**config.mk**
```make
export PLATFORM = sky130hd
export DESIGN_NAME = prog_clk_div
export DESIGN_NICKNAME = d
export VERILOG_FILES = /design/src/rtl/prog_clk_div.sv
export SDC_FILE = /design/constraint.sdc
export NUM_CORES = 1
export LEC_CHECK = 0
export BUFFER_PORTS_ARGS = -buffer_cell sky130_fd_sc_hd__clkbuf_2
export CAP_MARGIN = 20
export CORE_MARGIN = 5
export CORE_UTILIZATION = 25
export DETAILED_ROUTE_END_ITERATION = 16
export HOLD_SLACK_MARGIN = 0.08
export SYNTH_ARGS = -nofsm -noshare
export SYNTH_HDL_FRONTEND = slang
export SYNTH_SLANG_ARGS = --single-unit
```
**constraint.sdc**
```tcl
create_clock -name Clk -period 5.15 [get_ports Clk]
set_input_delay 0.2575 -clock Clk [delete_from_list [all_inputs] [get_ports Clk]]
set_output_delay 0.2575 -clock Clk [all_outputs]
set_load 0.01 [all_outputs]
```
**src/rtl/prog_clk_div.sv**
```systemverilog
// Runtime-programmable clock divider: square-wave or single-cycle tick output,
// with new divisors taken over a valid/ready port and applied only at a period boundary.
module prog_clk_div #(
    parameter int unsigned CNT_W       = 29,
    parameter int unsigned DEFAULT_DIV = 100000000
) (
    input  logic             Clk,
    input  logic             Rst_n,
    input  logic             En,
    input  logic             Mode,
    input  logic [CNT_W-1:0] DivIn,
    input  logic             DivLoad,
    output logic             DivReady,
    output logic             ClkOut,
    output logic             Tick,
    output logic [CNT_W-1:0] CurDiv
);

    logic [CNT_W-1:0] Cnt;
    logic [CNT_W-1:0] DivSel;
    logic [CNT_W-1:0] Pend;
    logic             PendV;
    logic             ModeQ;

    logic terminal;
    logic loadAccept;
    logic restart;
    logic applyEdge;

    assign DivReady   = ~PendV;
    assign CurDiv     = DivSel;
    assign terminal   = (Cnt == DivSel);
    assign loadAccept = DivLoad & ~PendV;
    assign restart    = (Mode != ModeQ);
    // Square mode swaps only on the falling terminal edge so a full period always completes.
    assign applyEdge  = terminal & PendV & (ModeQ | ClkOut);

    always_ff @(posedge Clk or negedge Rst_n) begin
        if (!Rst_n) begin
            Cnt    <= '0;
            DivSel <= CNT_W'(DEFAULT_DIV);
            Pend   <= '0;
            PendV  <= 1'b0;
            ModeQ  <= 1'b0;
            ClkOut <= 1'b0;
            Tick   <= 1'b0;
        end else begin
            ModeQ <= Mode;

            // Accepting only while PendV is low keeps this disjoint from the apply paths below.
            if (loadAccept) begin
                Pend  <= DivIn;
                PendV <= 1'b1;
            end

            if (!En) begin
                Cnt    <= '0;
                ClkOut <= 1'b0;
                Tick   <= 1'b0;
                if (PendV) begin
                    DivSel <= Pend;
                    PendV  <= 1'b0;
                end
            end else if (restart) begin
                Cnt    <= '0;
                ClkOut <= 1'b0;
                Tick   <= 1'b0;
            end else if (terminal) begin
                Cnt <= '0;
                if (ModeQ) begin
                    ClkOut <= 1'b0;
                    Tick   <= 1'b1;
                end else begin
                    ClkOut <= ~ClkOut;
                    Tick   <= ~ClkOut;
                end
                if (applyEdge) begin
                    DivSel <= Pend;
                    PendV  <= 1'b0;
                end
            end else begin
                Cnt  <= Cnt + CNT_W'(1);
                Tick <= 1'b0;
            end
        end
    end

endmodule

```
==> Word-level counts from Yosys, hierarchy flattened <==
Cells that the tools add are included.
{ "totals": {"reg_bits": 91, "input_bits": 34, "out_inout_bits": 32, "wordCells": 44} }
{ "op_classes": {"bitwise": 6, "addsub": 1, "eq_ne": 6, "n_reduce_logical": 2, "mux": 22} }
{ "op_table": {"columns": ["operator", "count"], "rows": [
  ["2-to-1 mux 29 bit", 8],
  ["adder 29 x 1 -> 29 bit, second input constant", 1],
  ["== test 29 bit", 1],
  ["2-to-1 mux 1 bit", 14],
  ["inequality test 2 x 1 -> 1 bit, second input constant", 2],
  ["AND reduction 4 bit", 1],
  ["bitwise AND 1 bit", 3],
  ["inequality test 3 x 1 -> 1 bit, second input constant", 1],
  ["inequality test 2 bit, second input constant", 1],
  ["NOT 1 bit", 2],
  ["nonzero test 2 bit", 1],
  ["inequality test 1 bit", 1],
  ["bitwise OR 1 bit", 1]
]} }

==> Longest topological paths before layout <==
Gate-level depths: netlist (run 1).
{ "logic_depth": {"ltp_word": 7, "ltp_mapped": 8, "ltp_nobuf": 6} }

==> Worst setup path before layout (run 1) <==
OpenSTA, ideal clock, no wires.
{ "synth_timing": {"path_type": "register to register", "from": "reg DivSel[18] (netlist: CurDiv[18])", "to": "reg DivSel[10] (netlist: CurDiv[10])", "setup_time_ps": 125, "n_path_buf": 2, "arrival_time_ps": 1917, "required_ps": 5025, "period_less_slack_ps": 2042, "path_stages_with_launch": 8, "slack_ps": 3108, "path_cell_list": "dfstp_2 xnor2_1 nand4_1 nor4_2 a32oi_1 buf_4 buf_6 mux2_4"} }
{ "synth_via": {"elab_chain_len": 5, "word_cells_on_any_way": 6, "cone_classes": "3 x eq/ne; 2 x bitwise; 1 x reduce/logical"} }
{ "synth_rtl": {"columns": ["item", "line_no", "source"], "rows": [
  ["start: declaration", "20", "logic [CNT_W-1:0] DivSel;"],
  ["start signal: assignment", "41", "DivSel <= CNT_W'(DEFAULT_DIV);"],
  ["start signal: assignment", "61", "DivSel <= Pend;"],
  ["start signal: assignment", "78", "DivSel <= Pend;"],
  ["== test 29 bit *", "32", "assign terminal = (Cnt == DivSel);"],
  ["bitwise AND 1 bit (2 in a row)", "36", "assign applyEdge = terminal & PendV & (ModeQ | ClkOut);"],
  ["inequality test 2 x 1 -> 1 bit (no source line)", null, null],
  ["AND reduction 4 bit (no source line) *", null, null]
]} }
Every way passes the cells marked *; elsewhere a longest branch is shown, timed or not.
A chain may end at the register's enable or synchronous reset.

==> Worst setup path in the final report (run 1) <==
{ "layout_timing": {"from": "reg Cnt[21]", "to": "reg Cnt[19]"} }
{ "layout_via": {"elab_chain_len": 4} }
{ "layout_rtl": {"columns": ["item", "line_no", "source"], "rows": [
  ["start: declaration", "19", "logic [CNT_W-1:0] Cnt;"],
  ["start signal: assignment", "82", "Cnt <= Cnt + CNT_W'(1);"],
  ["== test 29 bit", "32", null],
  ["2-to-1 mux 29 bit", "68", "end else if (terminal) begin"],
  ["2-to-1 mux 29 bit", "64", "end else if (restart) begin"],
  ["2-to-1 mux 29 bit", "56", "if (!En) begin"]
]} }
No other way between the ends.

==> impl_metrics.csv, run 1 <==
group,metric,value,unit
finish,nNetsFinal,426,
route,num_vias,2651,
setup_path,end_kind,"flop",
setup_path,reg2reg_from,"Cnt[21]",
timing,setup_violations,0,
clock_network,cts.htree.levels,3,
synth,async_flop_share,1.00,
synth,ys_types,33,
clock_network,clk_pin_slew_worst_paths,60,ps
timing,fmax,381,MHz
timing,grt_setup_unrepaired,"no",
timing,tightest_slew,1050,ps
clock_network,post-cts-setup-buffer-count,0,
placed_design,dp_hpwl,6740,microns
route,routedWlPerCell,15.1,microns
power,leakagePower,2.11,nW
timing,finalCritPeriodShare,0.510,
route,first_pass_iters,4,
worst_hold_path,hold_path_startpoint,"DivIn[28]",
timing,finalSetupTns,0,ps
clock_network,hold_buffers,2,
finish,post-route-util,0.310,
setup_path,critPathKind,"reg -> reg",
timing,slew_headroom,0.301,
setup_path,startpoint_type,"flop",
route,finalWirelength,9220,microns
outcome,status,"finished clean",
global_route,grt_use_met3,0.0386,
setup_path,worstPathArrival,2800,ps
global_route,grt_use_met1,0.129,
floorplan,die_w,138,microns
global_route,grt_pass1_wl,15100,microns
power,peakVddDrop,0.171,mV
synth,syn_area,4110,sq um
synth,mappedNetlistNets,357,
floorplan,io_pins,66,
global_route,top_usage_layer,"met2",
route,drc,0,
worst_hold_path,hp-class,"in -> reg",
setup_path,reg2reg_depth,5,
clock_network,cts_tree,"done",
power,power_density,402,nW/um^2
synth,ys_warn_count,0,
timing,hold_viol,0,
setup_path,path_max_fanout,29,
synth,avgSynthCellArea,12.7,sq um
global_route,grtUsageTotal,0.0997,
route,via_per_inst,4.33,
global_route,grt_max_degree,67,
route,ant_nets,0,
synth,syn_inst,322,
global_route,grt-ovfl-total,0,
synth,synth-edff-count,0,
run,maxCapViolCount,0,
setup_path,worstPathRequired,5320,ps
setup_path,ff2ff_setup_slack,2520,ps
timing,min_period,2630,ps
global_route,antenna_found_initial,0,
clock_network,cts_buffers,9,
timing,fin_worst_skew,8.00,ps
clock_network,cts_buffer_depth,2,
placed_design,place.gp.congestion,0.739,
clock_network,clock_latency,340,ps
floorplan,core_area,16000,sq um
finish,area_delta_synth_final,21.0,%
worst_hold_path,hold_path_depth,2,
synth,yosysSeqAreaShare,0.558,
clock_network,cts_sinks,91,
finish,num_antenna_cells,0,
worst_hold_path,min_to,"Pend[28]",
setup_path,reg2reg_to,"Cnt[19]",
timing,timing.final.max_slew_violations,0,
global_route,grt_util_met2,0.155,
floorplan,die-area,19100,sq um
floorplan,chipHeight,138,microns
clock_network,cts_resized,0,
power,power.total,2.00,mW
route,drt_iter0_markers,120,
global_route,grt_pass1_vias,2771,
finish,drive_gt1_frac,0.399,
floorplan,rows,46,
floorplan,initial_utilization,0.257,
clock_network,ctsRootBufferMaster,"clkbuf_16",
placed_design,port_buffers,65,
synth,synthFlopType,"dfrtp_1",
synth,synth-seq-cells,91,
## power breakdown
part           total [mW]  internal, mW  switching, mW  leakage [nW]
sequential          0.975         0.863          0.112          1.12
combinational       0.412         0.230          0.182         0.851
clock               0.612         0.352          0.259         0.137
total                2.00          1.45          0.553          2.11
## metrics by stage
stage	hold slack, ps	area, sq um	worst slack (ps)	cells
CTS	131	4970	2500	612
detailed placement	187	4670	2520	594
floorplan	-38.1	4110	3110	322
global placement	180	4670	2590	594
global route	125	4970	2300	612
finish	148	4970	2520	612
## routing by layer
metal | up-vias | part of all wire
li1 | 1241 | -
met1 | 1332 | 0.46
met2 | 67 | 0.48
met3 | 11 | 0.053
met4 | 0 | 0.016
met5 | - | 0
## synth_stat cells, types with 3 or more instances
master / count / area, sq um
dfstp_2: 12 / 315
xnor2_1: 35 / 307
nor2_1: 33 / 124
nor4_2: 3 / 37.5
and4_1: 4 / 35.0
mux2_4: 10 / 150
xor2_1: 20 / 175
buf_2: 5 / 25.0
inv_1: 5 / 18.8
nand2_1: 10 / 37.5
and3_1: 6 / 37.5
clkbuf_1: 3 / 11.3
nand3_1: 12 / 60.1
nand4_1: 16 / 100
mux2_2: 48 / 541
dfrtp_1: 79 / 1980
## flip-flops by register name, summed over array words and instances (netlist names)
signal / flops
CurDiv: 29
ClkOut: 1
PendV: 1
ModeQ: 1
Pend: 29
Cnt: 29
Tick: 1
## logic make-up after synthesis
kind of cell / Yosys count / synth area share
AOI/OAI and AO/OA: 9 / 0.0155
xor gates and xnor gates: 55 / 0.117
adders and majority gates: 1 / 0.00305
buffers and inverters: 17 / 0.0198
DFF: 91 / 0.558
muxes: 59 / 0.171
and+or+nand+nor: 90 / 0.115
## layout make-up
cell class,instances,area [sq um]
Clock inverter,2,10.0
Inverter,5,18.8
Tap cell,216,270
Sequential cell,91,2290
Fill cell,1656,11000
Clock buffer,14,264
Multi-Input combinational cell,214,1740
Timing Repair Buffer,70,370
## how the worst max path moves through the flow
stage	depth (start not counted)	start	endpoint
after CTS	5	CurDiv[18]	Cnt[19]
after global routing	5	Cnt[21]	Cnt[2]
after detailed placement	5	CurDiv[18]	Cnt[19]
after global placement	5	CurDiv[18]	Cnt[20]
final	5	Cnt[21]	Cnt[19]
after floorplan	7	CurDiv[18]	CurDiv[10]
## critical path, cell delays in order, from the launching register on
cell     delay [ps]
dfrtp_1         450
xnor2_1         300
nand4_1         180
nor4_2          460
a221o_1         930
nor2_1          130
## layout by cell type (no fill, tap or decap)
cell / count
nand3_1: 12
nor2_1: 33
buf_4: 4
or2_2: 1
a221o_1: 1
clkbuf_1: 3
o21ai_0: 2
a32oi_2: 1
nand2_1: 10
nor3_2: 1
ha_1: 1
and3_1: 6
nand4_1: 16
dlygate4sd3_1: 2
a41o_1: 1
clkbuf_16: 9
inv_1: 5
a21oi_1: 2
xor2_1: 20
and4_1: 4
mux2_4: 10
clkbuf_8: 2
nor2b_2: 1
a31oi_1: 1
or3_1: 1
clkbuf_2: 64
clkinv_2: 2
mux2i_1: 1
a221oi_1: 1
and2_1: 2
dfstp_2: 12
dfrtp_1: 79
mux2_2: 48
nor4_2: 3
xnor2_1: 35
No activity file was read; power rests on OpenSTA's default activity.
==> run 2: changes to the inputs <==
- ABC_AREA: default -> 1
- clock period: 5.15 -> 2.1 ns (I/O delays scaled with it)
==> impl_metrics.csv, run 2 <==
group,metric,value,unit
outcome,status,"finished clean",
placed_design,dpl-instance-area,5050,sq um
synth,ys_warn_count,0,
floorplan,die_w,143,microns
route,via_per_inst,4.28,
global_route,grt-ovfl-total,0,
route,ant_nets,0,
setup_path,cp_slowest_stage_delay,400,ps
synth,mappedNetlistNets,540,
clock_network,clock_latency,340,ps
setup_path,critPathKind,"reg -> reg",
clock_network,cts_sinks,91,
power,p_int,3.52,mW
synth,syn_inst,505,
finish,final_common_cell,"nand2_1",
clock_network,cts.htree.levels,3,
setup_path,worstPathArrival,2050,ps
timing,setup_violations,0,
run,maxCapViolCount,0,
synth,async_flop_share,1.00,
finish,nNetsFinal,640,
timing,tightest_slew,439,ps
timing,finalSetupTns,0,ps
timing,slew_headroom,0.707,
route,drt_iter0_markers,207,
placed_design,dp_hpwl,7580,microns
floorplan,rows,48,
route,routedWlPerCell,12.4,microns
synth,synthMostInstantiatedCell,"nand2_1",
finish,fin_area,5650,sq um
setup_path,path_delay_family,"simple AND/OR/NAND/NOR gates",
worst_hold_path,hp-class,"in -> reg",
timing,grt_setup_unrepaired,"no",
setup_path,path_cells,"ha_1 > nand2_1 > nor2_1 > nand2_1 > nor2_2 > nand2_1 > nor2_2 > a21oi_1 > nor3_1",
setup_path,startpoint_type,"flop",
route,finalWirelength,10300,microns
power,combinationalPowerShare,0.221,
clock_network,cts_buffers,9,
synth,avgSynthCellArea,8.81,sq um
setup_path,crit_buf_inv,0,
placed_design,port_buffers,65,
power,power_density,902,nW/um^2
clock_network,cts_resized,0,
global_route,grtUsageTotal,0.106,
clock_network,clk_pin_slew_worst_paths,70,ps
timing,min_period,1800,ps
synth,synth-seq-cells,91,
global_route,grt_pass1_wl,17600,microns
finish,area_delta_synth_final,27.1,%
synth,yosys-top-cells-count,"nand2_1, dfrtp_1, nor2_1",
power,switching_share,0.310,
synth,netlist.area_leader.share,0.444,
timing,fmax,557,MHz
power,pwr-share-seq,0.480,
floorplan,die-area,20600,sq um
synth,syn_area,4450,sq um
clock_network,ctsRootBufferMaster,"clkbuf_16",
clock_network,cts_buffer_depth,2,
placed_design,place.gp.congestion,0.823,
floorplan,io_pins,66,
setup_path,slowest_stage,"dfrtp_1",
timing,finalCritPeriodShare,0.855,
setup_path,path_max_fanout,4,
floorplan,core_area,17400,sq um
timing,timing.final.max_slew_violations,0,
setup_path,end_kind,"flop",
clock_network,cts_tree,"done",
synth,synthFlopType,"dfrtp_1",
power,leakagePower,2.57,nW
synth,synth-edff-count,0,
finish,mostFrequentLayoutCells,"nand2_1, dfrtp_1, clkbuf_2",
synth,yosysSeqAreaShare,0.515,
timing,hold_viol,0,
setup_path,worstPathRequired,2360,ps
route,first_pass_iters,4,
route,num_vias,3576,
power,clockPowerShare,0.299,
finish,drive_gt1_frac,0.259,
timing,fin_worst_skew,9.25,ps
finish,num_antenna_cells,0,
setup_path,cp_common_cell,"nand2_1",
global_route,grt_max_degree,82,
floorplan,initial_utilization,0.256,
power,peakVddDrop,0.538,mV
synth,synth.area.top_cells,"dfrtp_1, nand2_1, mux2_2",
floorplan,chipHeight,143,microns
route,drc,0,
global_route,antenna_found_initial,0,
global_route,grt_pass1_vias,3536,
synth,ys_types,29,
synth,synth_area_leader_cell,"dfrtp_1",
power,switching_power,1.58,mW
==> run 2: cell types whose count changed in the layout (fill, tap and decap cells not counted), sizes merged, moves of 16 or more <==
cell         change
dlygate4sd3     +30
inv             +36
mux2            -29
nand2          +134
nand3           +31
nor2            +34
nor3            +19
xnor2           -16
==> run 2: area by class of cell <==
type	instances	area, sq um
flip-flops and latches	91	2290
clock inverters	7	52.6
clock buffers	9	225
inverters	39	146
repair buffers	108	756
well taps	225	282
fillers	1766	11700
multi-input cells	356	1900
==> run 2: path summary, 6_finish.rpt <==
kind                          start         end  slack [ps]  depth (start not counted)
min reg2reg                Pend[28]  CurDiv[28]         470                          2
max reg2reg                  Cnt[0]     Cnt[22]         300                          9
min in group asynchronous     Rst_n     Pend[4]         140                          2
min                              En       PendV         110                          4
max                          Cnt[0]     Cnt[22]         300                          9
max in group asynchronous     Rst_n  CurDiv[22]        1280                          3
==> run 2: through the flow <==
step           hold slack, ps  utilization  setup WS, ps  total power, mW  cells
6_report                  112        0.326           304             5.10    835
5_1_grt                   124        0.326          83.3             5.42    835
4_1_cts                  92.2        0.326           286             5.18    835
3_5_place_dp            -47.4        0.291           319             3.60    787
3_3_place_gp            -43.7        0.291           355             3.58    787
2_1_floorplan            -191            -           509             3.12    505
==> run 2: kinds of logic (layout without fill, tap and decap cells) <==
kind of cell,Yosys count,count (layout),synth area share
buf+inv,58,163,0.0579
fa+ha+maj,1,1,0.00281
mux,29,29,0.0734
xor+xnor,32,32,0.0630
compound gates,10,10,0.0129
flops,91,91,0.515
simple gates,284,284,0.275
==> run 2: routing by layer <==
metal / wire length, microns / share of wire / up-vias / GRT usage
met1: 4760 / 0.46 / 1688 / 0.138
met3: 401 / 0.039 / 10 / 0.0213
met4: 195 / 0.019 / 0 / 0.0382
met5: 0 / 0 / - / 0
met2: 4970 / 0.48 / 73 / 0.175
li1: - / - / 1805 / -
==> run 2: power by group through the flow <==
stage / Sequential (mW) / Combinational [mW] / Clock [mW]
global route: 2.51 / 1.29 / 1.63
finish: 2.45 / 1.13 / 1.53
detailed placement: 2.49 / 1.10 / 0
global placement: 2.49 / 1.09 / 0
floorplan: 2.49 / 0.633 / 0
CTS: 2.46 / 1.15 / 1.56
==> run 2: worst min-delay path, delay by kind of cell <==
family | cells | cell delay, ps
buffers and inverters | 2 | 140
and+or+nand+nor | 2 | 160
==> run 2: timing repair <==
action,CTS,global route
buffers inserted,0,0
hold endpoints to repair,111,0
hold buffers,32,0
endpoints found under the setup margin,0,0
==> run 3: changes to the inputs <==
- CORE_ASPECT_RATIO: default -> 1.2
- CORE_MARGIN: 5 -> 1.5
- RECOVER_POWER: default -> 100
==> impl_metrics.csv, run 3 (synthesis results as in run 2) <==
group,metric,value,unit
timing,fin_worst_skew,14.2,ps
power,leakagePower,2.50,nW
clock_network,cts_sinks,91,
timing,finalCritPeriodShare,0.875,
global_route,antenna_found_initial,0,
power,power_density,928,nW/um^2
route,ant_nets,0,
clock_network,clk_pin_slew_worst_paths,70,ps
setup_path,critPathKind,"reg -> reg",
clock_network,cts_tree,"done",
finish,final_common_cell,"nand2_1",
floorplan,rows,53,
timing,tightest_slew,1140,ps
placed_design,dp_slack,300,ps
timing,hold_viol,0,
setup_path,path_max_fanout,4,
clock_network,cts_buffer_depth,2,
global_route,grt-ovfl-total,0,
floorplan,initial_utilization,0.254,
timing,setup_violations,0,
setup_path,reg2reg_depth,8,
finish,area_delta_synth_final,26.0,%
setup_path,reg2reg_to,"Cnt[21]",
floorplan,io_pins,66,
floorplan,core_area,17500,sq um
timing,timing.final.max_slew_violations,0,
timing,slew_headroom,0.241,
global_route,grt_pass1_vias,3591,
clock_network,clock_latency,340,ps
setup_path,cp_common_cell,"nor2_1",
worst_hold_path,hp-class,"in -> reg",
placed_design,port_buffers,65,
power,peakVddDrop,0.509,mV
finish,n_fill_cell,1870,
floorplan,chipHeight,149,microns
clock_network,cts.htree.levels,3,
route,drc,0,
finish,fin_area,5610,sq um
route,finalWirelength,10600,microns
finish,ff_latch_area,2290,sq um
finish,drive_gt1_frac,0.183,
worst_hold_path,hold_path_depth,4,
clock_network,ctsRootBufferMaster,"clkbuf_16",
finish,num_antenna_cells,0,
global_route,grtUsageTotal,0.119,
finish,mostFrequentLayoutCells,"nand2_1, dfrtp_1, nor2_1",
setup_path,ff2ff_setup_slack,260,ps
floorplan,die-area,18600,sq um
setup_path,startpoint_type,"flop",
route,num_vias,3595,
floorplan,die_w,125,microns
timing,min_period,1840,ps
setup_path,path_cells,"nand2_1 > nor2_1 > nand2_1 > inv_1 > nand4_1 > nor2_1 > xor2_1 > nor2_1",
setup_path,worstPathRequired,2340,ps
finish,final_cells,833,
global_route,grt_max_degree,47,
outcome,status,"finished clean",
route,via_per_inst,4.32,
timing,finalSetupTns,0,ps
timing,finalHoldWorstSlack,109,ps
finish,nNetsFinal,643,
placed_design,place.gp.congestion,0.849,
global_route,grt_pass1_wl,18000,microns
route,routedWlPerCell,12.7,microns
setup_path,end_kind,"flop",
placed_design,dp.cells,785,
route,first_pass_iters,4,
power,power.total,5.20,mW
setup_path,slowest_stage,"dfrtp_1",
setup_path,worstPathArrival,2070,ps
timing,grt_setup_unrepaired,"no",
timing,setup_ws,263,ps
finish,multi_input_area,1870,sq um
clock_network,cts_buffers,9,
run,maxCapViolCount,0,
setup_path,reg2reg_from,"Cnt[3]",
setup_path,cp_slowest_stage_delay,430,ps
placed_design,dpl-instance-area,5070,sq um
worst_hold_path,hold_path_startpoint,"En",
timing,fmax,544,MHz
worst_hold_path,min_to,"PendV",
route,drt_iter0_markers,170,
finish,post-route-util,0.320,
placed_design,dp_hpwl,7780,microns
run 3: worst max-delay path: cells and delay by family, from the launching register on:
| family | cells | cell delay (ps) |
|---|---|---|
| buffers and inverters | 1 | 150 |
| AND/OR/NAND/NOR | 6 | 970 |
| XOR/XNOR | 1 | 180 |
| flip-flops | 1 | 430 |
run 3: cell type report:
class                           instances  area share
Clock buffer                           10      0.0426
Clock inverter                          6      0.0127
Inverter                               39      0.0261
Multi-Input combinational cell        356       0.333
Sequential cell                        91       0.409
Tap cell                              220      0.0491
Timing Repair Buffer                  111       0.127
run 3: worst max-delay path by stage:
stage,startpoint,end,slack (ps),depth (start not counted)
6_report,Cnt[3],Cnt[21],260,8
5_1_grt,CurDiv[14],Cnt[8],70,10
4_1_cts,CurDiv[14],CurDiv[11],280,11
3_5_place_dp,CurDiv[14],CurDiv[12],300,11
3_3_place_gp,Cnt[0],Cnt[21],290,8
2_1_floorplan,CurDiv[13],Cnt[26],510,9
run 3: report_power, final:
| group | leakage (nW) | switching (mW) | internal [mW] |
|---|---|---|---|
| registers | 1.13 | 0.302 | 2.13 |
| clock network | 0.146 | 0.713 | 0.966 |
| logic | 1.22 | 0.571 | 0.521 |
run 3: layer usage:
layer	vias to the layer above	wire, microns	part of all wire	global-route usage
met1	1696	4690	0.44	0.147
met3	13	307	0.029	0.0154
li1	1812	-	-	-
met2	74	5420	0.51	0.211
met5	-	0	0	0
met4	0	192	0.018	0.0477
run 3: what timing repair did:
| action | CTS | global route |
|---|---|---|
| setup endpoints to repair | 0 | 0 |
| hold buffers | 32 | 0 |
| endpoints found under the hold margin | 71 | 0 |
| gates resized for setup | 0 | 0 |
| buffers inserted | 0 | 0 |
